**src/rtl/fetch_stall_ctrl.sv**
```systemverilog
// Front-end pipeline control: PC register, IF/ID register and ID/EX control half.
// Applies hazard-unit stalls, taken-branch flushes, halt drain and perf counters.
module fetch_stall_ctrl #(
  parameter logic [31:0] RESET_PC     = 32'h0000_0000,
  parameter int unsigned CTRL_W       = 16,
  parameter logic [31:0] DRAIN_CYCLES = 32'd4,
  parameter logic [31:0] HALT_WORD    = 32'hFFFF_FFFF
) (
  input  logic              clk,
  input  logic              reset,
  input  logic              PCWrite,
  input  logic              IF_ID_Write,
  input  logic              Stall,
  input  logic              branch_taken,
  input  logic [31:0]       branch_target,
  input  logic [31:0]       imem_instr,
  input  logic [CTRL_W-1:0] id_ctrl,
  output logic [31:0]       pc,
  output logic [31:0]       if_id_instr,
  output logic [31:0]       if_id_pc4,
  output logic [CTRL_W-1:0] id_ex_ctrl,
  output logic              id_ex_bubble,
  output logic              halted,
  output logic [31:0]       stall_count,
  output logic [15:0]       flush_count
);

  typedef enum logic [1:0] {RUN, DRAIN, HALTED} state_t;

  state_t            state, state_n;
  logic [31:0]       drain_cnt, drain_cnt_n;
  logic [31:0]       pc_n, if_id_instr_n, if_id_pc4_n;
  logic [CTRL_W-1:0] id_ex_ctrl_n;
  logic              id_ex_bubble_n;
  logic [31:0]       stall_count_n;
  logic [15:0]       flush_count_n;
  logic [31:0]       pc_plus4;
  logic              halt_hit;

  assign pc_plus4 = pc + 32'd4;
  assign halt_hit = (imem_instr == HALT_WORD);
  // halted decodes the state register directly, so it stays input-independent
  assign halted   = (state == HALTED);

  always_ff @(posedge clk or posedge reset) begin
    if (reset) begin
      state        <= RUN;
      drain_cnt    <= '0;
      pc           <= RESET_PC;
      if_id_instr  <= '0;
      if_id_pc4    <= '0;
      id_ex_ctrl   <= '0;
      id_ex_bubble <= 1'b0;
      stall_count  <= '0;
      flush_count  <= '0;
    end else begin
      state        <= state_n;
      drain_cnt    <= drain_cnt_n;
      pc           <= pc_n;
      if_id_instr  <= if_id_instr_n;
      if_id_pc4    <= if_id_pc4_n;
      id_ex_ctrl   <= id_ex_ctrl_n;
      id_ex_bubble <= id_ex_bubble_n;
      stall_count  <= stall_count_n;
      flush_count  <= flush_count_n;
    end
  end

  always_comb begin
    state_n       = state;
    drain_cnt_n   = drain_cnt;
    pc_n          = pc;
    if_id_instr_n = if_id_instr;
    if_id_pc4_n   = if_id_pc4;
    stall_count_n = stall_count;
    flush_count_n = flush_count;

    if (Stall) begin
      id_ex_ctrl_n   = '0;
      id_ex_bubble_n = 1'b1;
    end else begin
      id_ex_ctrl_n   = id_ctrl;
      id_ex_bubble_n = 1'b0;
    end

    case (state)
      RUN: begin
        // Branch outranks halt: a halt word behind a taken branch is wrong-path
        if (!PCWrite) begin
          pc_n = pc;
        end else if (branch_taken) begin
          pc_n = branch_target;
        end else if (halt_hit) begin
          state_n     = DRAIN;
          drain_cnt_n = DRAIN_CYCLES;
        end else begin
          pc_n = pc_plus4;
        end

        if (!IF_ID_Write) begin
          if_id_instr_n = if_id_instr;
        end else if (PCWrite && (branch_taken || halt_hit)) begin
          if_id_instr_n = '0;
          if_id_pc4_n   = '0;
        end else begin
          if_id_instr_n = imem_instr;
          if_id_pc4_n   = pc_plus4;
        end

        if (!PCWrite && (stall_count != '1))
          stall_count_n = stall_count + 32'd1;
        if (PCWrite && branch_taken && (flush_count != '1))
          flush_count_n = flush_count + 16'd1;
      end
      DRAIN: begin
        if_id_instr_n = '0;
        if_id_pc4_n   = '0;
        drain_cnt_n   = drain_cnt - 32'd1;
        if (drain_cnt == 32'd1)
          state_n = HALTED;
      end
      HALTED: begin
        state_n = HALTED;
      end
      default: begin
        state_n = RUN;
      end
    endcase
  end

endmodule
```
**config.mk**
```make
export PLATFORM = sky130hd
export DESIGN_NAME = fetch_stall_ctrl
export DESIGN_NICKNAME = d
export VERILOG_FILES = /design/src/rtl/fetch_stall_ctrl.sv
export SDC_FILE = /design/constraint.sdc
export NUM_CORES = 1
export LEC_CHECK = 0
export CORE_ASPECT_RATIO = 0.7
export CORE_MARGIN = 2
export CORE_UTILIZATION = 53
export CTS_CLUSTER_DIAMETER = 60
export DETAILED_ROUTE_END_ITERATION = 6
export GPL_TIMING_DRIVEN = 0
export PLACE_DENSITY_LB_ADDON = 0.1
export SYNTH_ARGS = -nofsm -noshare
export SYNTH_HDL_FRONTEND = slang
export SYNTH_SLANG_ARGS = --single-unit
```
**constraint.sdc**
```tcl
create_clock -name clk -period 19.72 [get_ports clk]
set_input_delay 4.93 -clock clk [delete_from_list [all_inputs] [get_ports clk]]
set_output_delay 4.93 -clock clk [all_outputs]
set_load 0.01 [all_outputs]
```
======== After elaboration in Yosys (flattened, before gate mapping) ========
Index checks and enable logic that the tools add are counted.
cells by class
  $add $sub $neg .......................... 4
  $mul .................................... 0
  divide/modulo/power cells ............... 0
  magnitude comparators ................... 0
  equal/unequal tests ..................... 12
  shift-type cells ........................ 0
  mux-type cells .......................... 19
  bitwise operators ....................... 0
  reduce and logical (&&, ||, !) cells .... 14
operators with widths
  operator                                                               count
  32-bit two-way mux                                                     9
  32-bit one-hot mux with 2 select lines                                 3
  32-bit by 1-bit adder with 32-bit output (second input constant)       1
  32-bit by 3-bit adder with 32-bit output (second input constant)       1
  32-bit by 1-bit == test with 1-bit output (second input constant)      1
  32-bit == test (second input constant)                                 1
  32-bit inequality test (second input constant)                         1
  32-bit by 1-bit subtractor with 32-bit output (second input constant)  1
  16-bit by 1-bit adder with 16-bit output (second input constant)       1
  16-bit two-way mux                                                     1
  16-bit inequality test (second input constant)                         1
  2-bit inequality test (second input constant)                          6
  2-bit two-way mux                                                      4
  4-bit AND reduction                                                    2
  2-bit one-hot mux with 3 select lines                                  1
  2-bit AND reduction                                                    3
  1-bit logical AND                                                      4
  3-bit AND reduction                                                    1
  2-bit by 1-bit == test with 1-bit output (second input constant)       1
  2-bit == test (second input constant)                                  1
  2-bit zero test                                                        1
  2-bit nonzero test                                                     1
  1-bit zero test                                                        1
  1-bit logical OR                                                       1
  1-bit two-way mux                                                      1
word-level totals
  register bits after elaboration ......... 195
  bits in latches ......................... 0
  memory bits (writable) .................. 0
  memory bits (read-only) ................. 0
  input bits .............................. 86
  output and inout port bits .............. 162
  memories ................................ 0

======== Logic depth before layout (Yosys ltp) ========
  depth in word-level cells ............... 6
  depth in mapped cells ................... 9
  gate-level depth less buffers ........... 7

======== Least setup slack after synthesis ========
OpenSTA, ideal clock, no wires.
  path kind ............................... input-to-reg
  start point ............................. in imem_instr[30]
  end point ............................... reg drain_cnt[10]
  library setup time ...................... 0.136 ns
  arrival ................................. 6.597 ns
  data required time ...................... 19.584 ns
  setup slack ............................. 12.986 ns
  cell stages on the path ................. 5
  path buffers ............................ 1
  cells stage by stage .................... nand4_1 -> or4_1 -> nor4_1 -> clkbuf_1 -> a21oi_1
on the way
  cells in the longest elaborated chain, start to end .. 3
RTL lines
  element                                 RTL line  RTL
  from (decl)                             16        input logic [31:0] imem_instr,
  32-bit == test                          41        assign halt_hit = (imem_instr == HALT_WORD);
  2-bit inequality test (no source line)  n/a
  4-bit AND reduction (no source line)    n/a
  to (signal assigned)                    58        drain_cnt <= drain_cnt_n;
  to (decl)                               31        logic [31:0] drain_cnt, drain_cnt_n;
Every way passes these cells.
A chain may end at the register's enable or synchronous reset.

======== Worst setup path after layout ========
  start point ............................. in imem_instr[13]
  end point ............................... reg drain_cnt[4]
Same word-level chain as after synthesis.

==> metrics.txt <==
share of flip-flops with an asynchronous set or reset after synthesis 1.00; post-synthesis cell area 9440 um^2; Port Buffers 246; Finished Cell Area 12800 um^2; instance area at placement between 10000 and 15000 um^2; area of the multi-input gates 4270 um^2; worst path required time 20.06 ns; Setup-failing EPs final 0; total power density per cell area 83.8 nW/um^2; simple-gate share of the synthesized area 0.187; average detailed-routed wire length per instance about 20 um; TritonCTS clock tree yes; synth top area cells sky130_fd_sc_hd__dfrtp_1, sky130_fd_sc_hd__xnor2_1, sky130_fd_sc_hd__o21ai_0, sky130_fd_sc_hd__a22o_1, sky130_fd_sc_hd__nand2_1; largest area contributor in the netlist sky130_fd_sc_hd__dfrtp_1; first-pass GRT wire length 45.1 mm; Die Area 18900 um^2; postcts setup bufs 0; share of cells above drive strength 1 0.0393; Starting DRT DRC Count 836; Max Clock Skew 0.0128 ns; worst hold-check path type flip-flop to flip-flop; Residual DRC 0; distinct cell type count of the synthesized netlist 58; endpoint type of the worst setup path flip-flop; final slew viol count 0; floorplan die width ~160 um; final-layout fill cell count ~1300; clk slew on worst S/H paths 0.07 ns; Skew-Pair Late Insertion Delay ~0.45 ns; worst hold path depth 2; CTS root buf sky130_fd_sc_hd__clkbuf_16; synthesized instance count 941; wire length after detailed routing 28.6 mm; crit path time final 7.47 ns; YS warnings 0; via count between 8000 and 9000; synthesized net count 1035; HPWL after detailed placement approximately 21 mm; area growth from synthesis to layout 35.8%; worst vdd rail ir drop approximately 0.000063 V; RSZ-0062 raised after global routing false; net count reported at finish 1302; Seq/Total Area, Yosys 0.517; worst hold slack 0.483 ns; Worst Tran Pin Value 1.13 ns; pre-CTS setup slack about 12 ns; share of synthesized area spent on multiplexers 0.0111; std cell rows 40; Max-Cap Viols 0; pin count of the biggest net entering global routing 117; chip height between 100 and 150 um; final design utilization 0.740; maximum frequency from static timing analysis 0.134 GHz; average via count per standard cell 6.06; Tot Pwr 1.07 mW; CP startpoint kind primary input; number of buffers added to fix hold violations after cts 0; sequential cell area 4880 um^2; number of flops mapped to enable cells by yosys 0; I/O pin cnt 248; dpl cells 1420; drt pass-1 iters 6; Max H-tree Level 4; clock net sink count 195; outcome finished, final reports clean; share of the cycle needed by the critical path after routing 0.379; global placement routability congestion 0.907; max-slew headroom at the worst pin 0.229; initial antenna violation count 1; post-synthesis xor/xnor area fraction 0.0668; Syn Area/Cell 10.0 um^2; critical path arrival 7.81 ns; total core area between 15000 and 20000 um^2; final hold viol count 0; starting density of the core 0.545; category of the critical setup timing path primary input to flip-flop; number of diodes added for antenna fixing 0; cell depth of the worst flop-to-flop path 8; Max Fanout on Critical Path 10; setup TNS after final layout 0 ns; vias in the first global route between 8000 and 9000; clk buf depth 2; Setup WS post-layout 12.25 ns; TritonCTS Buffers 17; number of cells in the finished layout apart from fillers between 1000 and 1500; area share of the largest cell type after synthesis 0.517; combined global-route utilization of all metal layers 0.309; Static Leak 5.20 nW; post-detailed-route count of antenna-violating nets 0; main combinational cell family by area after synthesis simple AND/OR/NAND/NOR gates; adder-cell share of the synthesized area 0.0106; # resized after CTS 0; Main synth FF type sky130_fd_sc_hd__dfrtp_1; Compound-Gate Fraction of Synth Area 0.176; startpoint of the worst hold path if_id_pc4[19]; worst r2r src state[0]; Critical Path Source imem_instr[13]; total congestion overflow 0; register bit total from synthesis ~200
## area by class of cell
| type | count | area share |
|---|---|---|
| Buffer | 59 | 0.0175 |
| Clock buffer | 18 | 0.0335 |
| Clock inverter | 14 | 0.0117 |
| Inverter | 19 | 0.00615 |
| Multi-Input combinational cell | 668 | 0.333 |
| Sequential cell | 195 | 0.381 |
| Tap cell | 231 | 0.0226 |
| Timing Repair Buffer | 248 | 0.195 |
## kinds of logic (layout without fill, tap and decap cells)
kind of cell | count (synthesis) | count (layout)
buffers and inverters | 78 | 358
and+or+nand+nor | 327 | 327
muxes | 10 | 10
xor gates and xnor gates | 72 | 72
DFF | 195 | 195
AOI/OAI and AO/OA | 251 | 251
adders and majority gates | 8 | 8
## where the power goes
group          leakage (nW)  switching (mW)  total, mW  internal [mW]
clock network         0.266           0.167      0.345          0.178
registers              2.45          0.0462      0.488          0.442
logic                  2.49           0.111      0.241          0.130
## synthesized netlist by cell type (3+ instances only)
| cell | count |
|---|---|
| sky130_fd_sc_hd__xor2_1 | 25 |
| sky130_fd_sc_hd__o21ai_0 | 74 |
| sky130_fd_sc_hd__nand3_1 | 39 |
| sky130_fd_sc_hd__nor3_1 | 14 |
| sky130_fd_sc_hd__inv_1 | 19 |
| sky130_fd_sc_hd__o41ai_1 | 5 |
| sky130_fd_sc_hd__a22oi_1 | 10 |
| sky130_fd_sc_hd__a21oi_1 | 39 |
| sky130_fd_sc_hd__or4_1 | 21 |
| sky130_fd_sc_hd__mux2i_1 | 6 |
| sky130_fd_sc_hd__clkbuf_1 | 55 |
| sky130_fd_sc_hd__a211oi_1 | 10 |
| sky130_fd_sc_hd__and4_1 | 11 |
| sky130_fd_sc_hd__and2_1 | 4 |
| sky130_fd_sc_hd__o211a_1 | 3 |
| sky130_fd_sc_hd__a31oi_1 | 12 |
| sky130_fd_sc_hd__o21a_1 | 5 |
| sky130_fd_sc_hd__a22o_1 | 38 |
| sky130_fd_sc_hd__xnor2_1 | 47 |
| sky130_fd_sc_hd__nor4_1 | 12 |
| sky130_fd_sc_hd__or3_1 | 12 |
| sky130_fd_sc_hd__o211ai_1 | 3 |
| sky130_fd_sc_hd__nor2_1 | 37 |
| sky130_fd_sc_hd__or2_2 | 3 |
| sky130_fd_sc_hd__nand2_1 | 78 |
| sky130_fd_sc_hd__nand4_1 | 35 |
| sky130_fd_sc_hd__o22ai_1 | 14 |
| sky130_fd_sc_hd__dfrtp_1 | 195 |
| sky130_fd_sc_hd__nor2b_1 | 22 |
| sky130_fd_sc_hd__o31ai_1 | 11 |
| sky130_fd_sc_hd__and3_1 | 27 |
| sky130_fd_sc_hd__a2111oi_0 | 5 |
| sky130_fd_sc_hd__ha_1 | 8 |
| sky130_fd_sc_hd__o31a_1 | 5 |
| sky130_fd_sc_hd__a21o_1 | 3 |
| sky130_fd_sc_hd__mux2_2 | 4 |
## worst max-delay path, cell delays in order
cell	delay (ns)
sky130_fd_sc_hd__clkdlybuf4s50_1	0.49
sky130_fd_sc_hd__nand4_1	0.15
sky130_fd_sc_hd__nor4_1	0.65
sky130_fd_sc_hd__clkbuf_1	0.47
sky130_fd_sc_hd__nand3_1	0.19
sky130_fd_sc_hd__a21o_1	0.29
sky130_fd_sc_hd__clkbuf_1	0.29
sky130_fd_sc_hd__o31ai_1	0.34
## metal layers
| metal | share of wire | track usage | routed length, um | up-vias |
|---|---|---|---|---|
| met1 | 0.43 | 0.442 | 12300 | 4256 |
| met4 | 0.030 | 0.112 | 857 | 2 |
| met3 | 0.099 | 0.0923 | 2830 | 68 |
| met5 | 0.00046 | 0 | 13 | - |
| met2 | 0.44 | 0.451 | 12600 | 461 |
| li1 | - | - | - | 4016 |
## flip-flops by register name (all words and copies together), names as in the netlist
name,cells
flush_count,16
if_id_instr,32
drain_cnt,32
stall_count,32
pc,32
id_ex_ctrl,16
state,2
id_ex_bubble,1
if_id_pc4,32
## worst paths after layout
kind | slack (ns) | endpoint
setup / recovery | 12.25 | drain_cnt[4]
hold / removal | 0.48 | if_id_pc4[19]
min in group asynchronous | 4.96 | id_ex_ctrl[15]
hold reg to reg | 0.48 | if_id_pc4[19]
setup reg to reg | 16.71 | drain_cnt[13]
max in group asynchronous | 13.81 | pc[24]
## layout by cell type, fill, tap and decap left out, types with 5 or more instances in the layout
cell	instances
sky130_fd_sc_hd__nor2b_1	22
sky130_fd_sc_hd__and3_1	27
sky130_fd_sc_hd__or3_1	12
sky130_fd_sc_hd__nand2_1	78
sky130_fd_sc_hd__clkdlybuf4s50_1	246
sky130_fd_sc_hd__nand4_1	35
sky130_fd_sc_hd__xor2_1	25
sky130_fd_sc_hd__o41ai_1	5
sky130_fd_sc_hd__nor4_1	11
sky130_fd_sc_hd__nor3_1	14
sky130_fd_sc_hd__a21oi_1	39
sky130_fd_sc_hd__o31a_1	5
sky130_fd_sc_hd__and4_1	11
sky130_fd_sc_hd__nor2_1	37
sky130_fd_sc_hd__a22o_1	38
sky130_fd_sc_hd__clkbuf_16	17
sky130_fd_sc_hd__o21ai_0	74
sky130_fd_sc_hd__clkbuf_1	56
sky130_fd_sc_hd__a2111oi_0	5
sky130_fd_sc_hd__mux2i_1	6
sky130_fd_sc_hd__o31ai_1	11
sky130_fd_sc_hd__clkinvlp_4	5
sky130_fd_sc_hd__nand3_1	39
sky130_fd_sc_hd__or4_1	21
sky130_fd_sc_hd__a22oi_1	10
sky130_fd_sc_hd__dfrtp_1	195
sky130_fd_sc_hd__inv_1	18
sky130_fd_sc_hd__o21a_1	5
sky130_fd_sc_hd__ha_1	8
sky130_fd_sc_hd__o22ai_1	14
sky130_fd_sc_hd__a31oi_1	12
sky130_fd_sc_hd__a211oi_1	10
sky130_fd_sc_hd__xnor2_1	47
Power figures use the tool's default switching activity.
